<file path="src/rtl/gpr_wb_queue.sv">
// Write-back queue in front of the GPR file: buffers results in FIFO order, drains one
// per cycle into the single write port, and forwards the newest queued value to decode.
module gpr_wb_queue #(
  parameter int DEPTH = 4,
  parameter int CW    = 3
) (
  input  logic          clk,
  input  logic          reset,
  input  logic          enq_valid,
  output logic          enq_ready,
  input  logic [4:0]    enq_addr,
  input  logic [31:0]   enq_data,
  input  logic [31:0]   enq_pc,
  input  logic          drain_en,
  output logic          RFWr,
  output logic [4:0]    A3,
  output logic [31:0]   WD,
  output logic [31:0]   PC,
  input  logic [4:0]    q_a1,
  input  logic [4:0]    q_a2,
  output logic          q_hit1,
  output logic          q_hit2,
  output logic [31:0]   q_data1,
  output logic [31:0]   q_data2,
  output logic [CW-1:0] count
);

  localparam int PW = $clog2(DEPTH);

  logic [PW-1:0] head_q, head_d, tail_q, tail_d;
  logic [CW-1:0] count_q, count_d;
  logic [4:0]    addr_q [DEPTH];
  logic [31:0]   data_q [DEPTH];
  logic [31:0]   pc_q   [DEPTH];

  logic not_empty, do_store, do_drain;

  assign not_empty = (count_q != '0);
  assign enq_ready = (count_q < CW'(DEPTH));
  // Writes to r0 complete the handshake but are dropped here, never stored.
  assign do_store  = enq_valid && enq_ready && (enq_addr != 5'd0);
  assign do_drain  = drain_en && not_empty;

  assign RFWr  = do_drain;
  assign A3    = not_empty ? addr_q[head_q] : 5'd0;
  assign WD    = not_empty ? data_q[head_q] : 32'd0;
  assign PC    = not_empty ? pc_q[head_q]   : 32'd0;
  assign count = count_q;

  always_comb begin
    // NOTE: every output of a combinational block gets a default first so no latch is inferred.
    head_d  = head_q;
    tail_d  = tail_q;
    count_d = count_q;
    if (do_drain) head_d = head_q + 1'b1;
    if (do_store) tail_d = tail_q + 1'b1;
    case ({do_store, do_drain})
      2'b10:   count_d = count_q + 1'b1;
      2'b01:   count_d = count_q - 1'b1;
      default: count_d = count_q;
    endcase
  end

  always_ff @(posedge clk) begin
    // NOTE: sequential state uses non-blocking assignments so all flops update together.
    if (reset) begin
      head_q  <= '0;
      tail_q  <= '0;
      count_q <= '0;
    end else begin
      head_q  <= head_d;
      tail_q  <= tail_d;
      count_q <= count_d;
    end
  end

  // NOTE: entry storage is not reset; validity comes solely from head/count.
  always_ff @(posedge clk) begin
    if (do_store && !reset) begin
      addr_q[tail_q] <= enq_addr;
      data_q[tail_q] <= enq_data;
      pc_q[tail_q]   <= enq_pc;
    end
  end

  // Walk oldest to youngest so the youngest match wins.
  always_comb begin
    q_hit1  = 1'b0;
    q_hit2  = 1'b0;
    q_data1 = 32'd0;
    q_data2 = 32'd0;
    for (int i = 0; i < DEPTH; i++) begin
      if (CW'(i) < count_q) begin
        if (q_a1 != 5'd0 && addr_q[head_q + PW'(i)] == q_a1) begin
          q_hit1  = 1'b1;
          q_data1 = data_q[head_q + PW'(i)];
        end
        if (q_a2 != 5'd0 && addr_q[head_q + PW'(i)] == q_a2) begin
          q_hit2  = 1'b1;
          q_data2 = data_q[head_q + PW'(i)];
        end
      end
    end
  end

endmodule
</file>
<file path="config.mk">
export PLATFORM = sky130hd
export DESIGN_NAME = gpr_wb_queue
export DESIGN_NICKNAME = d
export VERILOG_FILES = /design/src/rtl/gpr_wb_queue.sv
export SDC_FILE = /design/constraint.sdc
export NUM_CORES = 1
export LEC_CHECK = 0
export BUFFER_PORTS_ARGS = -buffer_cell sky130_fd_sc_hd__buf_2
export CORE_AREA = 3 3 124 245
export CTS_CLUSTER_SIZE = 16
export DETAILED_ROUTE_END_ITERATION = 12
export DIE_AREA = 0 0 127 248
export GPL_TIMING_DRIVEN = 0
export PLACE_DENSITY = 0.85
export SYNTH_ARGS = -nofsm -noshare
export SYNTH_HDL_FRONTEND = slang
export SYNTH_SLANG_ARGS = --single-unit
export TNS_END_PERCENT = 10
</file>
<file path="constraint.sdc">
create_clock -name clk -period 3.9 [get_ports clk]
set_input_delay 0.78 -clock clk [delete_from_list [all_inputs] [get_ports clk]]
set_output_delay 0.78 -clock clk [all_outputs]
set_load 0.02 [all_outputs]
</file>
==> out/results.txt <==
Setup ws final - -0.4214 ns
Overall power consumption - 11850 uW
Reg2reg start - count[2]
Status - complete, but fails checks
Vias per cell - 7.150
Routed length per instance - 28.95 um
First-pass GRT wire length - 76360 um
Switching share of total power - 0.3949
Synthesis Warnings - 0
Xor/xnor share of the synthesized area - 0.02245
Final ANT Viol Nets - 0
Layout Nets - 1486
CP arrival - 3.54 ns
Fin. Hold Viols - 0
Filler cell count - 1902
Row cnt - 88
Initial DRC Count - 1472
Final setup vio count - 65
Syn Std Cell Area - 0.01678 sq mm
RSZ-0062 raised after global routing - true
Clock Path Buffers - 3
Peak fanout along the critical path - 10
Least-Margin Pin Slew - 1.032 ns
Maximum vdd drop - 0.5689 mV
Mean Syn Cell Area - 14.83 sq um
Crit share post-route - 1.108
Remaining DRCs - 0
Clock-pin slew on the worst setup and hold paths - 0.07 ns
Clk sinks - 285
Final worst path period need - 4.321 ns
Routability Congestion - 0.9399
Hold_ws - 0.4535 ns
Post-synthesis sequential area ratio - 0.5048
Synth Flop Type - edfxtp_1
Post-synth top area cell - edfxtp_1
Critical path's largest stage delay - 0.60 ns
NetSw - 4679 uW
Crit. End Element - output pin
Number of buffers created by CTS - 24
Clock Latency Late Sink - 0.54 ns
Setup TNS - -21.87 ns
Final core occ - 0.7057
Io pins - 223
Post-synth ARST share - 0
Worst min-delay path startpoint - enq_pc[17]
1st-pass router iterations - 11
Design Area, Final - 0.02036 sq mm
Area Growth Syn to Fin - 21.35%
Width of the die - 127 um
Synth top area share - 0.4940
Dpl hpwl - 35510 um
Max_slew headroom - 0.3118
Overall Global Routing Usage - 0.3233
Post-Synth Adder-Cell Area - 0.006712
Final number of max-transition violations - 0
Int Power - 7169 uW
Startpoint types - flip-flop
Full die area - 0.03150 sq mm
Vias in the first global route - 13.33k
Fmax - 231.4 MHz
Layout cells sized above 1 - 0.4355
Antenna violations before repair - 4
Power per Cell Area - 582.0 mW/mm^2
Worst Hold Path Cells - 1
Clock root buffer - clkbuf_16
DP Area - 0.01840 sq mm
Comb power frac - 0.497
Die height - 248 um
Initial Util - 0.5815
Clk pwr share - 0.193
Critical Path Slowest Stage Cell - mux4_2
Largest net degree at the start of global routing - 51
Failing checks - setup timing
Setup Crit Path Kind - flip-flop to output pin
EDFF count, synth - 276
Synth Area in Simple Gates - 0.09763
Core box area - 0.02885 sq mm
Number of max-cap violations - 0
Worst EP required - 3.12 ns
Compound-Gate Fraction of Synth Area - 0.07548
Grt ovf - 0
#FFs+latches synth - 285
Netlist cell types - 48
Seq pwr share - 0.310
Worst hold path type - input pin to flip-flop
Worst-case reg-to-reg path depth - 5
Leakage power - 0.006689 uW
Top post-synthesis cells by area - edfxtp_1 49%, mux4_2 24%, nor2b_1 2.6%
CP Cell Sequence - buf_4 > mux4_2 > xnor2_2 > buf_1 > nand4_1 > nor2_1 > mux2i_2 > a211oi_4 > buf_6
Setup Skew - 0.01220 ns
Top post-synthesis cells by count - 276 x edfxtp_1, 176 x mux4_2, 106 x nor2_1
Cells after Synth - 1131
Via count - 12.68k
Total wire length - 51330 um
# H-tree levels - 1
Post-Syn Nets - 1223
Most frequent cell after synthesis - edfxtp_1
Port Buffers - 211
Main combinational cell family by area after synthesis - multiplexers
CTS tree - yes
Post-synthesis mux area share - 0.2608
## cell usage in the layout, fill, tap and decap left out, types with 5 or more instances in the layout
cell type,instances
xnor2_2,11
inv_1,7
clkbuf_2,25
buf_4,43
mux4_2,176
a211oi_2,18
nand4_1,38
buf_12,7
clkbuf_16,28
nand3_1,32
and2_4,5
xor2_1,6
dfxtp_1,7
o21a_1,28
nor3_2,18
a311o_1,28
clkbuf_1,42
buf_16,7
buf_2,178
xnor2_1,25
buf_8,5
a22o_1,27
nor3_1,16
nor2_1,104
mux2i_1,37
edfxtp_1,276
ha_1,9
nor2b_1,70
clkbuf_4,10
buf_6,33
nand2_1,5
a211oi_4,13
## sequential cells by signal, summed over array words and instances, names as in the netlist, named ones only
register and count:
head_q 2, tail_q 2, data_q 128, addr_q 20
pc_q 128, count 3
## worst paths after layout
| check | to | slack, ns |
|---|---|---|
| hold reg to reg | tail_q[1] | 0.56 |
| hold / removal | pc_q[1][17] | 0.45 |
| setup / recovery | q_data1[1] | -0.42 |
| setup reg to reg | pc_q[3][1] | 1.37 |
## worst max-delay path: cells and delay by family, from the launching register on
family	cells	cell delay, ns
xor+xnor	1	0.44
buf+inv	3	0.88
mux	2	0.72
flops	1	0.32
simple gates	2	0.35
compound gates	1	0.30
## metrics by stage
step	setup slack, ns	std cells
after floorplan	0.2221	1131
after global placement	-0.9944	1702
after detailed placement	-0.5955	1706
after CTS	-0.4165	1766
after global routing	-0.4992	1773
final	-0.4214	1773
## power by group through the flow
| stage | logic (uW) | registers (uW) | clock network (uW) |
|---|---|---|---|
| detailed placement | 5420 | 3730 | 0 |
| global placement | 5330 | 3730 | 0 |
| floorplan | 3750 | 3710 | 0 |
| finish | 5890 | 3670 | 2290 |
| CTS | 5700 | 3660 | 2310 |
| global route | 6190 | 3680 | 2430 |
## cell families after synthesis
| family | Yosys count |
|---|---|
| flops | 285 |
| compound gates | 138 |
| mux | 217 |
| buf+inv | 125 |
| simple gates | 314 |
| xor+xnor | 43 |
| fa+ha+maj | 9 |
## timing repair
action	in CTS	in global routing
hold endpoints to repair	0	0
pin swaps	20	19
cloned	4	0
resized for setup	209	72
endpoints found under the setup margin	120	96
hold buffers	0	0
buffers inserted	18	6
## area by class of cell
type                       count  area [sq um]  area share
clock buffer                  29         640.6     0.03147
timing repair buffer         243          1697     0.08334
inverter                       7         26.28    0.001291
multi-input combinational    721          8200      0.4028
antenna                        3         7.507   0.0003688
sequential                   285          8473      0.4162
tap                          360         450.4     0.02213
clock inverter                13         97.59    0.004794
buffer                       112         764.5     0.03755
## routing by layer
| metal | track usage | wire [um] | vias to the layer above |
|---|---|---|---|
| met4 | 0.2517 | 4547 | 2 |
| met5 | 0 | 19 | - |
| li1 | - | - | 5123 |
| met1 | 0.3346 | 15220 | 6143 |
| met2 | 0.5618 | 26590 | 1070 |
| met3 | 0.07086 | 4950 | 339 |
Power figures use the tool's default switching activity.
